`config.mk`:
```
export PLATFORM = sky130hd
export DESIGN_NAME = hazard_detect_unit
export DESIGN_NICKNAME = d
export VERILOG_FILES = /design/src/rtl/hazard_detect_unit.sv
export SDC_FILE = /design/constraint.sdc
export NUM_CORES = 1
export LEC_CHECK = 0
export BUFFER_PORTS_ARGS = -buffer_cell sky130_fd_sc_hd__buf_2
export CAP_MARGIN = 20
export CORE_MARGIN = 2
export CORE_UTILIZATION = 49
export DETAILED_ROUTE_END_ITERATION = 7
export PLACE_DENSITY = 0.82
export SYNTH_ARGS = -nofsm -noshare
export SYNTH_HDL_FRONTEND = slang
export SYNTH_SLANG_ARGS = --single-unit
export TNS_END_PERCENT = 50
```
`constraint.sdc`:
```
create_clock -name clk -period 2.2 [get_ports clk]
set_input_delay 0.11 -clock clk [delete_from_list [all_inputs] [get_ports clk]]
set_output_delay 0.11 -clock clk [all_outputs]
set_load 0.02 [all_outputs]
```
`src/rtl/hazard_detect_unit.sv`:
```
// hazard_detect_unit: ID-stage data-hazard detector for the 5-stage ARM pipeline.
// Compares the ID-stage source registers against the EXE and MEM write-back
// destinations and raises a zero-latency stall request.
// It also keeps a registered copy of that request and a saturating
// stall-cycle counter for debug and performance monitoring.
//
// Optional build macro HAZARD_FWD_EN: for pipelines with a forwarding unit.
// It adds the exe_mem_r_en input, and only a load in EXE that matches a
// source register stalls. All other matches are covered by forwarding.
module hazard_detect_unit #(
   parameter int REG_W = 4,
   parameter int CNT_W = 16
) (
   input  logic             clk,
   input  logic             rst_n,
   input  logic [REG_W-1:0] rn_addr,
   input  logic [REG_W-1:0] rm_addr,
   input  logic             two_src,
   input  logic             exe_wb_en,
   input  logic [REG_W-1:0] exe_dest,
   input  logic             mem_wb_en,
   input  logic [REG_W-1:0] mem_dest,
   input  logic             stat_clr,
`ifdef HAZARD_FWD_EN
   input  logic             exe_mem_r_en,
`endif
   output logic             hazard,
   output logic             hazard_q,
   output logic [CNT_W-1:0] stall_count
);

   // Rn is always read. Rm counts only when the instruction really uses it.
   // Register 0 is an ordinary register, so it gets no exemption.
   logic exe_rn;
   logic mem_rn;
   logic exe_rm;
   logic mem_rm;
   logic hazard_raw;

   // Source/destination match terms; a destination only counts when it will be written
   always_comb begin
      exe_rn = exe_wb_en & (exe_dest == rn_addr);
      mem_rn = mem_wb_en & (mem_dest == rn_addr);
      exe_rm = exe_wb_en & (exe_dest == rm_addr) & two_src;
      mem_rm = mem_wb_en & (mem_dest == rm_addr) & two_src;
   end

`ifdef HAZARD_FWD_EN
   // With forwarding, only a load in EXE cannot supply its result in time
   always_comb begin
      hazard_raw = exe_mem_r_en & (exe_rn | exe_rm);
   end
`else
   // Without forwarding, any pending write to a source register stalls
   always_comb begin
      hazard_raw = exe_rn | mem_rn | exe_rm | mem_rm;
   end
`endif

   // The stall request is suppressed while reset is held
   always_comb begin
      hazard = rst_n & hazard_raw;
   end

   // One-cycle delayed copy of the stall request for debug visibility
   always_ff @(posedge clk or negedge rst_n) begin
      if (!rst_n) begin
         hazard_q <= 1'b0;
      end else begin
         hazard_q <= hazard;
      end
   end

   // Count stalled cycles. A clear wins over an increment.
   // The counter sticks at all-ones instead of wrapping.
   always_ff @(posedge clk or negedge rst_n) begin
      if (!rst_n) begin
         stall_count <= '0;
      end else if (stat_clr) begin
         stall_count <= '0;
      end else if (hazard && (stall_count != {CNT_W{1'b1}})) begin
         stall_count <= stall_count + 1'b1;
      end
   end

endmodule

```
# [Word level (Yosys, flattened, before mapping)]
# Index checks and enable logic that the tools add are counted.
[word_totals] elab_cells=22 regBits=17 in_bits=22 output_inout_bits=18
[classes] n_bitwise=10 addsub=1 reduce_logical=2 eq_ne=5 n_mux=2
[op_table] cell="16-bit 2-to-1 mux" n=2
[op_table] cell="16-bit by 1-bit adder with 16-bit output (second input constant)" n=1
[op_table] cell="4-bit == test" n=4
[op_table] cell="16-bit != test (second input constant)" n=1
[op_table] cell="1-bit bitwise AND" n=7
[op_table] cell="1-bit bitwise OR" n=3
[op_table] cell="2-bit nonzero test" n=1
[op_table] cell="1-bit logical AND" n=1

# [Depth between registers and ports, before layout]
[depth] ltp_word=9 ltp_mapped=8 ltp_nobuf=6

# [Worst setup path before layout]
# OpenSTA, ideal clock, no wires.
[synth_timing] kind="reg-to-reg" start="register stall_count[3]" end="register stall_count[3]" n_path_buf=0 t_required_ns=2.072 path_stages_with_launch=7 setup_ns=0.128 period_less_slack_ns=2.011 arrival_ns=1.883 slack_ns=0.189 cell_sequence="dfrtp_1 and4_1 and3_2 nand4_2 nand2_1 nor4b_1 mux2_1"
[synth_between] elab_chain_len=3 word_cells_on_any_way=6 classes_between="add/sub: 1; eq/ne: 1; mux: 2; reduce/logical: 2"
[synth_lines] item="start, declared" line="29" text="output logic [CNT_W-1:0] stall_count"
[synth_lines] item="start signal, assigned" line="82" text="stall_count <= stall_count + 1'b1;"
[synth_lines] item="16-bit by 1-bit adder with 16-bit output or 16-bit != test (tied branches)" line="82, 81"
[synth_lines] item="16-bit 2-to-1 mux or 1-bit logical AND (tied branches)" line="81" text="end else if (hazard && (stall_count != {CNT_W{1'b1}})) begin"
[synth_lines] item="16-bit 2-to-1 mux or 2-bit nonzero test (tied branches)"
# Parallel ways exist; a longest one is shown, timed or not. The select of a mux whose other input is x is not followed.
# A chain may end at the register's enable or synchronous reset.

# [Worst setup path in the final report]
[layout_timing] start="register stall_count[2]" end="register stall_count[3]"
# The elaborated chain is that of the path after synthesis.

==> impl_metrics.tcl <==
set metrics [dict create \
    cts_buffers 3 \
    crit_chain "and4_1, and3_2, nand4_2, nand2_1, nor4b_2, mux2_1" \
    cts_tree "yes" \
    placedCellCount 195 \
    holdCritPathClass "input port to asynchronous set/reset pin" \
    final_cells 200 \
    vias 1169 \
    peakVddDrop_uv 312 \
    synth-edff-count 0 \
    wl_per_cell_um 14.8 \
    cap_violations 0 \
    nNetsFinal 196 \
    gp_congestion 0.807 \
    die_w_um 53.3 \
    dr.pass1.iters 4 \
    die_y_um 53.3 \
    post-route-util_pct 64.9 \
    setup_viol 0 \
    multi_input_area_um2 752 \
    post-route-min-period_ns 2.12 \
    yosysUniqueCellTypes 36 \
    final_cell_mix "buf_2 (39), dfrtp_1 (17), xor2_1 (12), nand2_1 (9)" \
    crit_type "flop to flop" \
    period_share_pct 96.6 \
    layout_commonest_cell "buf_2" \
    reg2reg_to "stall_count[3]$_DFFE_PN0P_" \
    max_freq_ghz 0.471 \
    power.leakage_uw 0.000676 \
    reg2regPathDepth 6 \
    worstSetupEndpointType "flop" \
    synthesis.area_mm2 0.00119 \
    cp.required_ns 2.39 \
    tns_ns 0 \
    cp-start-kind "flop" \
    synth-async-reset-ratio_pct 100 \
    grt_max_degree 24 \
    register_area_um2 425 \
    synth.avg_cell_area_um2 9.08 \
    slowest_delay_ns 0.46 \
    r2r_slack_ns 0.08 \
    slowest_stage "dfrtp_1" \
    clk_pin_slew_ns 0.10 \
    yosysSeqAreaShare_pct 35.8 \
    wl_um 2960 \
    skew_ns 0.00652 \
    ys_warn_count 0 \
    drt_iter0_drc 20 \
    ios 40 \
    core_area_mm2 0.00225 \
    die-area_mm2 0.00284 \
    status "finished clean" \
    grt.total_usage_pct 22.6 \
    ys_ff_latch 17 \
    tightestPinTransition_ns 0.776 \
    synth_fp_nets 154 \
    grt_pass1_wl_um 4660 \
    row_count 17 \
    port_buffers 39 \
    cp_max_fo 8 \
    clk_latency_ns 0.30 \
    area_growth_pct 22.9 \
    slew_headroom_pct 47.9 \
    ant_nets 0 \
    arrival_ns 2.32 \
    total_power_uw 594 \
    fill_cells 206 \
    drive_gt1_share_pct 30.2 \
    netlist_instances 131 \
    grt_pass1_vias 1092 \
    cts_root_buffer "clkbuf_4" \
    antenna_found_initial 0 \
    hpwl_um 2350 \
    cts.sinks 17 \
    hold_viol 0 \
    power_density_mw_per_mm2 406 \
    clk_path_buf_depth 2 \
    slew_viol_final 0 \
    drc 0 \
    grt_remaining_overflow 0 \
    htree_levels 1 \
    via_per_inst 5.85 \
    num_antenna_cells 0 \
    reg2reg_from "stall_count[2]$_DFFE_PN0P_" \
    initial_core_util_pct 52.8 \
    synth_ff_type "dfrtp_1" \
]
## where the power goes
group / switching [uW] / internal [uW]
Combinational: 61.8 / 42.5
Sequential: 1.81 / 314
Clock: 103 / 70.7
## final cells by class
| cell class | instances | share of cell area, % |
|---|---|---|
| flip-flops and latches | 17 | 29.1 |
| repair buffers | 42 | 15.1 |
| well taps | 28 | 2.40 |
| clock buffers | 4 | 1.80 |
| inverters | 1 | 0.257 |
| multi-input cells | 108 | 51.4 |
## sequential cells by signal (all words and copies together), names as in the netlist
register / count
hazard_q: 1
stall_count: 16
## how the worst max path moves through the flow
stage                            endpoint  cells after the start  slack [ns]                       start
2_1_floorplan  stall_count[3]$_DFFE_PN0P_                      6        0.19  stall_count[3]$_DFFE_PN0P_
3_3_place_gp   stall_count[3]$_DFFE_PN0P_                      6        0.21  stall_count[2]$_DFFE_PN0P_
3_5_place_dp   stall_count[3]$_DFFE_PN0P_                      6        0.08  stall_count[3]$_DFFE_PN0P_
4_1_cts        stall_count[3]$_DFFE_PN0P_                      6        0.06  stall_count[2]$_DFFE_PN0P_
5_1_grt        stall_count[3]$_DFFE_PN0P_                      6       -0.02  stall_count[2]$_DFFE_PN0P_
6_report       stall_count[3]$_DFFE_PN0P_                      6        0.08  stall_count[2]$_DFFE_PN0P_
## timing repair
action	CTS	global route
hold endpoints to repair	17	0
setup buffers	0	0
endpoints found under the setup margin	0	1
gates resized for setup	0	2
hold buffers	1	0
## per-layer routing
layer	wire (um)	share of wire, %	GRT usage (%)
met3	147	5.0	3.95
met5	0	0	0
met4	102	3.5	8.12
met1	1130	38	23.4
met2	1580	53	44.0
## critical path: cells and delay by family, from the launching register on
kind	cells	cell delay, ns
multiplexers	1	0.36
flip-flops	1	0.46
AND/OR/NAND/NOR	5	1.19
## cells in the mapped netlist, types with 2 or more instances
| master | instances | area share [%] |
|---|---|---|
| clkbuf_1 | 3 | 0.95 |
| nand2b_1 | 2 | 1.1 |
| xnor2_1 | 4 | 2.9 |
| o31ai_1 | 2 | 1.3 |
| dfrtp_1 | 17 | 36 |
| a21oi_1 | 7 | 2.9 |
| nand3_1 | 8 | 3.4 |
| o21ai_1 | 5 | 2.1 |
| xor2_1 | 12 | 8.8 |
| mux2_1 | 6 | 5.7 |
| nor3_1 | 2 | 0.84 |
| nand4_1 | 4 | 2.1 |
| nor4_1 | 7 | 3.7 |
| and3_1 | 2 | 1.1 |
| nand2_1 | 9 | 2.8 |
| nor4b_1 | 2 | 1.5 |
| or4_1 | 2 | 1.3 |
| and4_1 | 2 | 1.5 |
| nor2_1 | 8 | 2.5 |
| or3_1 | 5 | 2.6 |
| nor2b_1 | 7 | 3.7 |
## logic make-up after synthesis
logic type	share of synthesized area, %
AND/OR/NAND/NOR	34.5
flip-flops	35.8
AO/OA/AOI/OAI	7.57
XOR/XNOR	11.8
multiplexers	6.52
buffers and inverters	2.84
adder cells (fa/ha/maj)	1.05
## metrics by stage
stage | hold slack, ns | cell area [um^2] | worst slack [ns]
CTS | 0.191 | 1450 | 0.0557
finish | 0.200 | 1460 | 0.0754
global placement | -0.00846 | 1410 | 0.211
detailed placement | -0.00248 | 1410 | 0.0792
global route | 0.215 | 1460 | -0.0156
floorplan | -0.186 | 1190 | 0.189
No activity file was read; power rests on OpenSTA's default activity.
